<file path="config.mk">
export PLATFORM = sky130hd
export DESIGN_NAME = lsu_align
export DESIGN_NICKNAME = d
export VERILOG_FILES = /design/src/rtl/lsu_align.sv
export SDC_FILE = /design/constraint.sdc
export NUM_CORES = 1
export LEC_CHECK = 0
export BUFFER_PORTS_ARGS = -buffer_cell sky130_fd_sc_hd__buf_2
export CAP_MARGIN = 20
export CORE_MARGIN = 2
export CORE_UTILIZATION = 55
export DETAILED_ROUTE_END_ITERATION = 7
export PLACE_DENSITY = 0.82
export SLEW_MARGIN = 5
export SYNTH_ARGS = -nofsm -noshare
export SYNTH_HDL_FRONTEND = slang
export SYNTH_SLANG_ARGS = --single-unit
</file>
<file path="constraint.sdc">
create_clock -name clk -period 4.5 [get_ports clk]
set_input_delay 0 -clock clk [delete_from_list [all_inputs] [get_ports clk]]
set_output_delay 0 -clock clk [all_outputs]
set_load 0.005 [all_outputs]
</file>
<file path="src/rtl/lsu_align.sv">
// Load/store aligner in front of a word-wide, big-endian data memory.
// Splits misaligned loads into two word reads and misaligned stores into byte writes.
module lsu_align #(
  parameter int ABits = 13
) (
  input  logic        clk,
  input  logic        rst_n,
  input  logic        req_valid,
  output logic        req_ready,
  input  logic        req_we,
  input  logic [1:0]  req_width,
  input  logic        req_signed,
  input  logic [31:0] req_addr,
  input  logic [31:0] req_wdata,
  output logic        resp_valid,
  output logic [31:0] resp_rdata,
  output logic        resp_err,
  output logic [31:0] mem_daddr,
  output logic [31:0] mem_dwdata,
  input  logic [31:0] mem_drdata,
  output logic        mem_dwe,
  output logic [1:0]  mem_dwidth
);

  localparam logic [1:0] W_BYTE = 2'b00;
  localparam logic [1:0] W_HALF = 2'b01;
  localparam logic [1:0] W_WORD = 2'b10;

  typedef enum logic [2:0] {IDLE, RD0, RD1, WR, RESP} state_t;

  state_t      state, state_next;
  logic        we_q, sgn_q, err_q;
  logic [1:0]  width_q, cnt_q, byte_idx;
  logic [31:0] addr_q, wdata_q, hi_q, lo_q, word_base, load_word, load_val;
  logic [63:0] pair;
  logic        accept, req_err, misaligned, last_step;

  assign req_ready = (state == IDLE);
  assign accept    = req_valid && req_ready;
  assign req_err   = (req_width == 2'b11) || ((req_addr >> ABits) != 32'd0);

  assign misaligned = ((width_q == W_HALF) && addr_q[0]) ||
                      ((width_q == W_WORD) && (addr_q[1:0] != 2'b00));
  assign last_step  = (cnt_q == ((width_q == W_WORD) ? 2'd3 : 2'd1));
  // Misaligned stores emit the most significant byte first, at the lowest address.
  assign byte_idx   = ((width_q == W_WORD) ? 2'd3 : 2'd1) - cnt_q;
  assign word_base  = {addr_q[31:2], 2'b00};

  // NOTE: every output of this block gets a default first, so no path leaves a latch.
  always_comb begin
    state_next = state;
    case (state)
      IDLE: if (accept) state_next = req_err ? RESP : (req_we ? WR : RD0);
      RD0:  state_next = misaligned ? RD1 : RESP;
      RD1:  state_next = RESP;
      WR:   if (!misaligned || last_step) state_next = RESP;
      RESP: state_next = IDLE;
      default: state_next = IDLE;
    endcase
  end

  // NOTE: state is updated with non-blocking assignments so all registers see pre-edge values.
  always_ff @(posedge clk) begin
    if (!rst_n) begin
      state   <= IDLE;
      we_q    <= 1'b0;
      sgn_q   <= 1'b0;
      err_q   <= 1'b0;
      width_q <= 2'b00;
      cnt_q   <= 2'd0;
      addr_q  <= 32'd0;
      wdata_q <= 32'd0;
      hi_q    <= 32'd0;
      lo_q    <= 32'd0;
    end else begin
      state <= state_next;
      case (state)
        IDLE: if (accept) begin
          we_q    <= req_we;
          sgn_q   <= req_signed;
          err_q   <= req_err;
          width_q <= req_width;
          addr_q  <= req_addr;
          wdata_q <= req_wdata;
          cnt_q   <= 2'd0;
          hi_q    <= 32'd0;
          lo_q    <= 32'd0;
        end
        RD0: hi_q  <= mem_drdata;
        RD1: lo_q  <= mem_drdata;
        WR:  cnt_q <= cnt_q + 2'd1;
        default: ;
      endcase
    end
  end

  always_comb begin
    mem_daddr  = 32'd0;
    mem_dwdata = 32'd0;
    mem_dwe    = 1'b0;
    mem_dwidth = W_WORD;
    case (state)
      RD0: mem_daddr = word_base;
      RD1: mem_daddr = word_base + 32'd4;
      WR: begin
        mem_dwe = 1'b1;
        if (misaligned) begin
          mem_daddr  = addr_q + {30'd0, cnt_q};
          mem_dwidth = W_BYTE;
          mem_dwdata = {24'd0, wdata_q[{byte_idx, 3'b000} +: 8]};
        end else begin
          mem_daddr  = addr_q;
          mem_dwidth = width_q;
          mem_dwdata = wdata_q;
        end
      end
      default: ;
    endcase
  end

  // The requested bytes start addr[1:0] bytes below the top of {hi, lo}.
  assign pair      = {hi_q, lo_q} << {addr_q[1:0], 3'b000};
  assign load_word = pair[63:32];

  always_comb begin
    case (width_q)
      W_BYTE:  load_val = sgn_q ? {{24{load_word[31]}}, load_word[31:24]}
                                : {24'd0, load_word[31:24]};
      W_HALF:  load_val = sgn_q ? {{16{load_word[31]}}, load_word[31:16]}
                                : {16'd0, load_word[31:16]};
      default: load_val = load_word;
    endcase
  end

  assign resp_valid = (state == RESP);
  assign resp_err   = (state == RESP) && err_q;
  assign resp_rdata = ((state == RESP) && !err_q && !we_q) ? load_val : 32'd0;

endmodule

</file>
==> results.sh <==
export IMPL_n_antenna_cell=0
export IMPL_num_io_pins=205
export IMPL_arrival_ns=3.60
export IMPL_drive_above_1_share=0.2170
export IMPL_cts_buffer_depth=2
export IMPL_place_congestion=0.9454
export IMPL_clkPwrFrac=0.477
export IMPL_combPwrFrac=0.111
export IMPL_drt_wl_total_um=26840
export IMPL_ys_seq_area_frac=0.3236
export IMPL_p_total_w=0.003030
export IMPL_reg2reg_slack_ns=1.52
export IMPL_rsz0062_at_grt="false"
export IMPL_ys_ff_latch=130
export IMPL_grt_usage=0.3379
export IMPL_end_kind="output port"
export IMPL_critical_path_max_fanout=14
export IMPL_port_buffers=204
export IMPL_cts_max_level=4
export IMPL_worst_pin_slew_ns=1.057
export IMPL_grt_pass1_vias=8416
export IMPL_synthToLayoutAreaGrowth_pct=32.43
export IMPL_cp_cell_sequence="nor2b_1, a22o_1, a22oi_1, nor2_1, nand3_1, o311ai_1, buf_2"
export IMPL_synth_top_family_by_area="simple AND/OR/NAND/NOR gates"
export IMPL_yosys_cell_types_count=68
export IMPL_grt_max_degree=110
export IMPL_die_area_mm2=0.01560
export IMPL_yosysWarnings=0
export IMPL_avgSynthCellArea_um2=7.601
export IMPL_power_switching_w=0.0007450
export IMPL_syn_cell_area_mm2=0.008041
export IMPL_fillers=1128
export IMPL_crit_type="flip-flop to output port"
export IMPL_power_density_mw_per_mm2=284.6
export IMPL_synth_edff_count=0
export IMPL_wl_per_cell_um=17.87
export IMPL_clock_fmax_ghz=0.2779
export IMPL_cpMaxStageDelayCell="dfxtp_1"
export IMPL_setup_tns_ns=0
export IMPL_vias=8937
export IMPL_timing_rr_end="wdata_q[30]$_SDFFE_PN0P_"
export IMPL_fp_dieW_um=124.9
export IMPL_fin_nets=1413
export IMPL_worst_hold_startpoint="rst_n"
export IMPL_synth_nets=1165
export IMPL_async_flop_share=0
export IMPL_synthCells=1058
export IMPL_drtPass1Iterations=5
export IMPL_wl_met2_um=12960
export IMPL_stdcell_count=1502
export IMPL_post_route_util=0.7383
export IMPL_clock_latency_ns=0.42
export IMPL_synth_adder_area_share=0.007157
export IMPL_num_rows=44
export IMPL_fp_dieH_um=124.9
export IMPL_whs_path_depth=3
export IMPL_synth_ff_type="dfxtp_1"
export IMPL_ctsResizeCount=0
export IMPL_irDropWorstVdd_uv=261.5
export IMPL_antenna_left=0
export IMPL_core_mm2=0.01442
export IMPL_leakagePower_nw=4.305
export IMPL_cts_made_buffers=17
export IMPL_cts_tree="yes"
export IMPL_min_to="state[0]$_SDFFE_PN0P_"
export IMPL_clock_sinks=130
export IMPL_synth_compound_area_frac=0.2335
export IMPL_overflow=0
export IMPL_slew_headroom=0.2943
export IMPL_fin_crit_sh=0.7997
export IMPL_maxCapViolCount=0
export IMPL_synth_area_leaders="dfxtp_1 (32%), nand2_1 (11%), a21boi_0 (8.8%)"
export IMPL_wl_met1_um=10880
export IMPL_power_frac_seq=0.412
export IMPL_antenna_found_initial=0
export IMPL_hold_violations=0
export IMPL_grt_pass1_wl_um=43120
export IMPL_synth_area_mux_share=0.1097
export IMPL_switching_share=0.2458
export IMPL_viasPerCell=5.950
export IMPL_cp_required_ns=4.50
export IMPL_synthSimpleGateAreaFrac=0.2645
export IMPL_reg2reg_depth=5
export IMPL_dp_hpwl_um=17240
export IMPL_drc=0
export IMPL_finClkSkew_ns=0.005216
export IMPL_yosysTopAreaCell="dfxtp_1"
export IMPL_cts_setup_buffers=0
export IMPL_maxUsedRoutingLayer="met4"
export IMPL_yosys_area_top_type_share=0.3236
export IMPL_synth_xor_area_frac=0.004201
export IMPL_start_util=0.5575
export IMPL_clockRootBuffer="clkbuf_16"
export IMPL_finalSetupViolCount=0
export IMPL_hp_class="input port to flip-flop"
export IMPL_r2r_start="state[1]$_SDFFE_PN0P_"
export IMPL_slew_viol_final=0
export IMPL_worst_setup_path_start_kind="flip-flop"
export IMPL_final_min_clock_period_ns=3.599
export IMPL_critPathMaxStageDelay_ns=0.78
export IMPL_dpl_cell_count=1369
export IMPL_dr_wl_met3_um=2210
export IMPL_status="finished clean"
export IMPL_p_int_w=0.002285
export IMPL_path_clk_slew_ns=0.06
export IMPL_drtIter0Drc=926
==> metrics by stage <==
stage / hold WS, ns / area, µm² / worst slack [ns]
after floorplan: 0.1348 / 8041 / 2.497
after global placement: 0.2454 / 9002 / 1.472
after detailed placement: 0.2494 / 9002 / 1.421
after CTS: 0.1739 / 10630 / 0.9634
after global routing: 0.2356 / 10650 / 0.6735
final: 0.1965 / 10650 / 0.9013
==> logic make-up (layout without fill, tap and decap cells) <==
family / count (synthesis) / in the layout
muxes: 77 / 77
DFF: 130 / 130
AOI/OAI and AO/OA: 273 / 273
xor gates and xnor gates: 3 / 3
and+or+nand+nor: 466 / 466
buffers and inverters: 105 / 365
adders and majority gates: 4 / 4
==> flip-flops by register name (all words and copies together), names as in the netlist <==
register,flops
addr_q,32
cnt_q,2
err_q,1
hi_q,32
lo_q,24
sgn_q,1
state,3
wdata_q,32
we_q,1
width_q,2
==> power groups by stage <==
stage	logic [W]	clock network, W	registers (W)
final	0.000336	0.00144	0.00125
after detailed placement	0.000256	0	0.00127
after global placement	0.000252	0	0.00127
after floorplan	0.000184	0	0.00124
after CTS	0.000325	0.00145	0.00125
after global routing	0.000364	0.00150	0.00125
==> layout make-up <==
type                    instances  area [µm²]  area share
multi-input cells             823        4992      0.4688
flip-flops and latches        130        2605      0.2446
repair buffers                319        2150      0.2019
clock buffers                  18       429.2     0.04030
well taps                     184       230.2     0.02162
clock inverters                13       186.4     0.01751
inverters                      15       56.30    0.005287
==> cells in the mapped netlist, types with 2 or more instances <==
| master | number |
|---|---|
| or3_1 | 3 |
| nand2_1 | 244 |
| a21boi_0 | 94 |
| or4_1 | 2 |
| inv_1 | 15 |
| a22oi_1 | 3 |
| o211ai_1 | 2 |
| a211oi_1 | 3 |
| o311ai_0 | 3 |
| a21oi_1 | 50 |
| ha_1 | 3 |
| o21ai_0 | 29 |
| nand4_1 | 11 |
| nor2_1 | 51 |
| a22o_1 | 10 |
| a31oi_1 | 11 |
| a21o_1 | 2 |
| o21ai_1 | 7 |
| mux4_2 | 8 |
| mux2i_1 | 60 |
| a21boi_1 | 30 |
| buf_2 | 12 |
| buf_1 | 6 |
| nor4_1 | 7 |
| and2_2 | 2 |
| a221oi_1 | 7 |
| buf_4 | 3 |
| nor2b_1 | 3 |
| dfxtp_1 | 130 |
| and3_1 | 32 |
| clkbuf_1 | 63 |
| nand2_2 | 2 |
| mux2_2 | 9 |
| nor3b_1 | 4 |
| o41ai_1 | 3 |
| o21bai_1 | 2 |
| buf_6 | 4 |
| or2_1 | 2 |
| nand2b_1 | 5 |
| o31ai_1 | 7 |
| and2_1 | 3 |
| nand3_1 | 73 |
| xnor2_1 | 2 |
| nor3_1 | 12 |
==> worst max-delay path: cells and delay by family (launching register included) <==
kind	cells	cell delay (ns)
AO/OA/AOI/OAI	3	1.03
buffers and inverters	1	0.16
flip-flops	1	0.78
AND/OR/NAND/NOR	3	1.19
==> how the worst max path moves through the flow <==
stage | startpoint | to | slack, ns | cells past startpoint
final | width_q[0]$_SDFFE_PN0P_ | mem_daddr[19] | 0.90 | 7
after global placement | width_q[0]$_SDFFE_PN0P_ | mem_daddr[16] | 1.47 | 7
after floorplan | addr_q[2]$_SDFFE_PN0P_ | mem_daddr[24] | 2.50 | 7
after detailed placement | width_q[0]$_SDFFE_PN0P_ | mem_daddr[16] | 1.42 | 7
after global routing | width_q[0]$_SDFFE_PN0P_ | mem_daddr[19] | 0.67 | 7
after CTS | width_q[0]$_SDFFE_PN0P_ | mem_daddr[16] | 0.96 | 7
==> layout by cell type, fill, tap and decap left out, drive strengths merged, types with 10 or more instances in the layout <==
master       instances
nor2                51
a31oi               12
and3                33
dlygate4sd3        101
nand4               11
a21boi             124
a21oi               51
o21ai               36
nor3                12
buf                218
dfxtp              130
a22o                10
nand3               73
clkbuf              18
mux2i               60
nand2              247
inv                 16
==> metal layers <==
layer	global-route usage	vias to the layer above
met5	0	-
met4	0.1301	0
met3	0.06486	63
met2	0.5599	469
met1	0.4382	4159
li1	-	4246
==> timing repair <==
item                                   in CTS  in global routing
setup endpoints to repair                   0                  0
endpoints found under the hold margin     126                  0
hold buffers                              101                  0
Power figures use the tool's default switching activity.
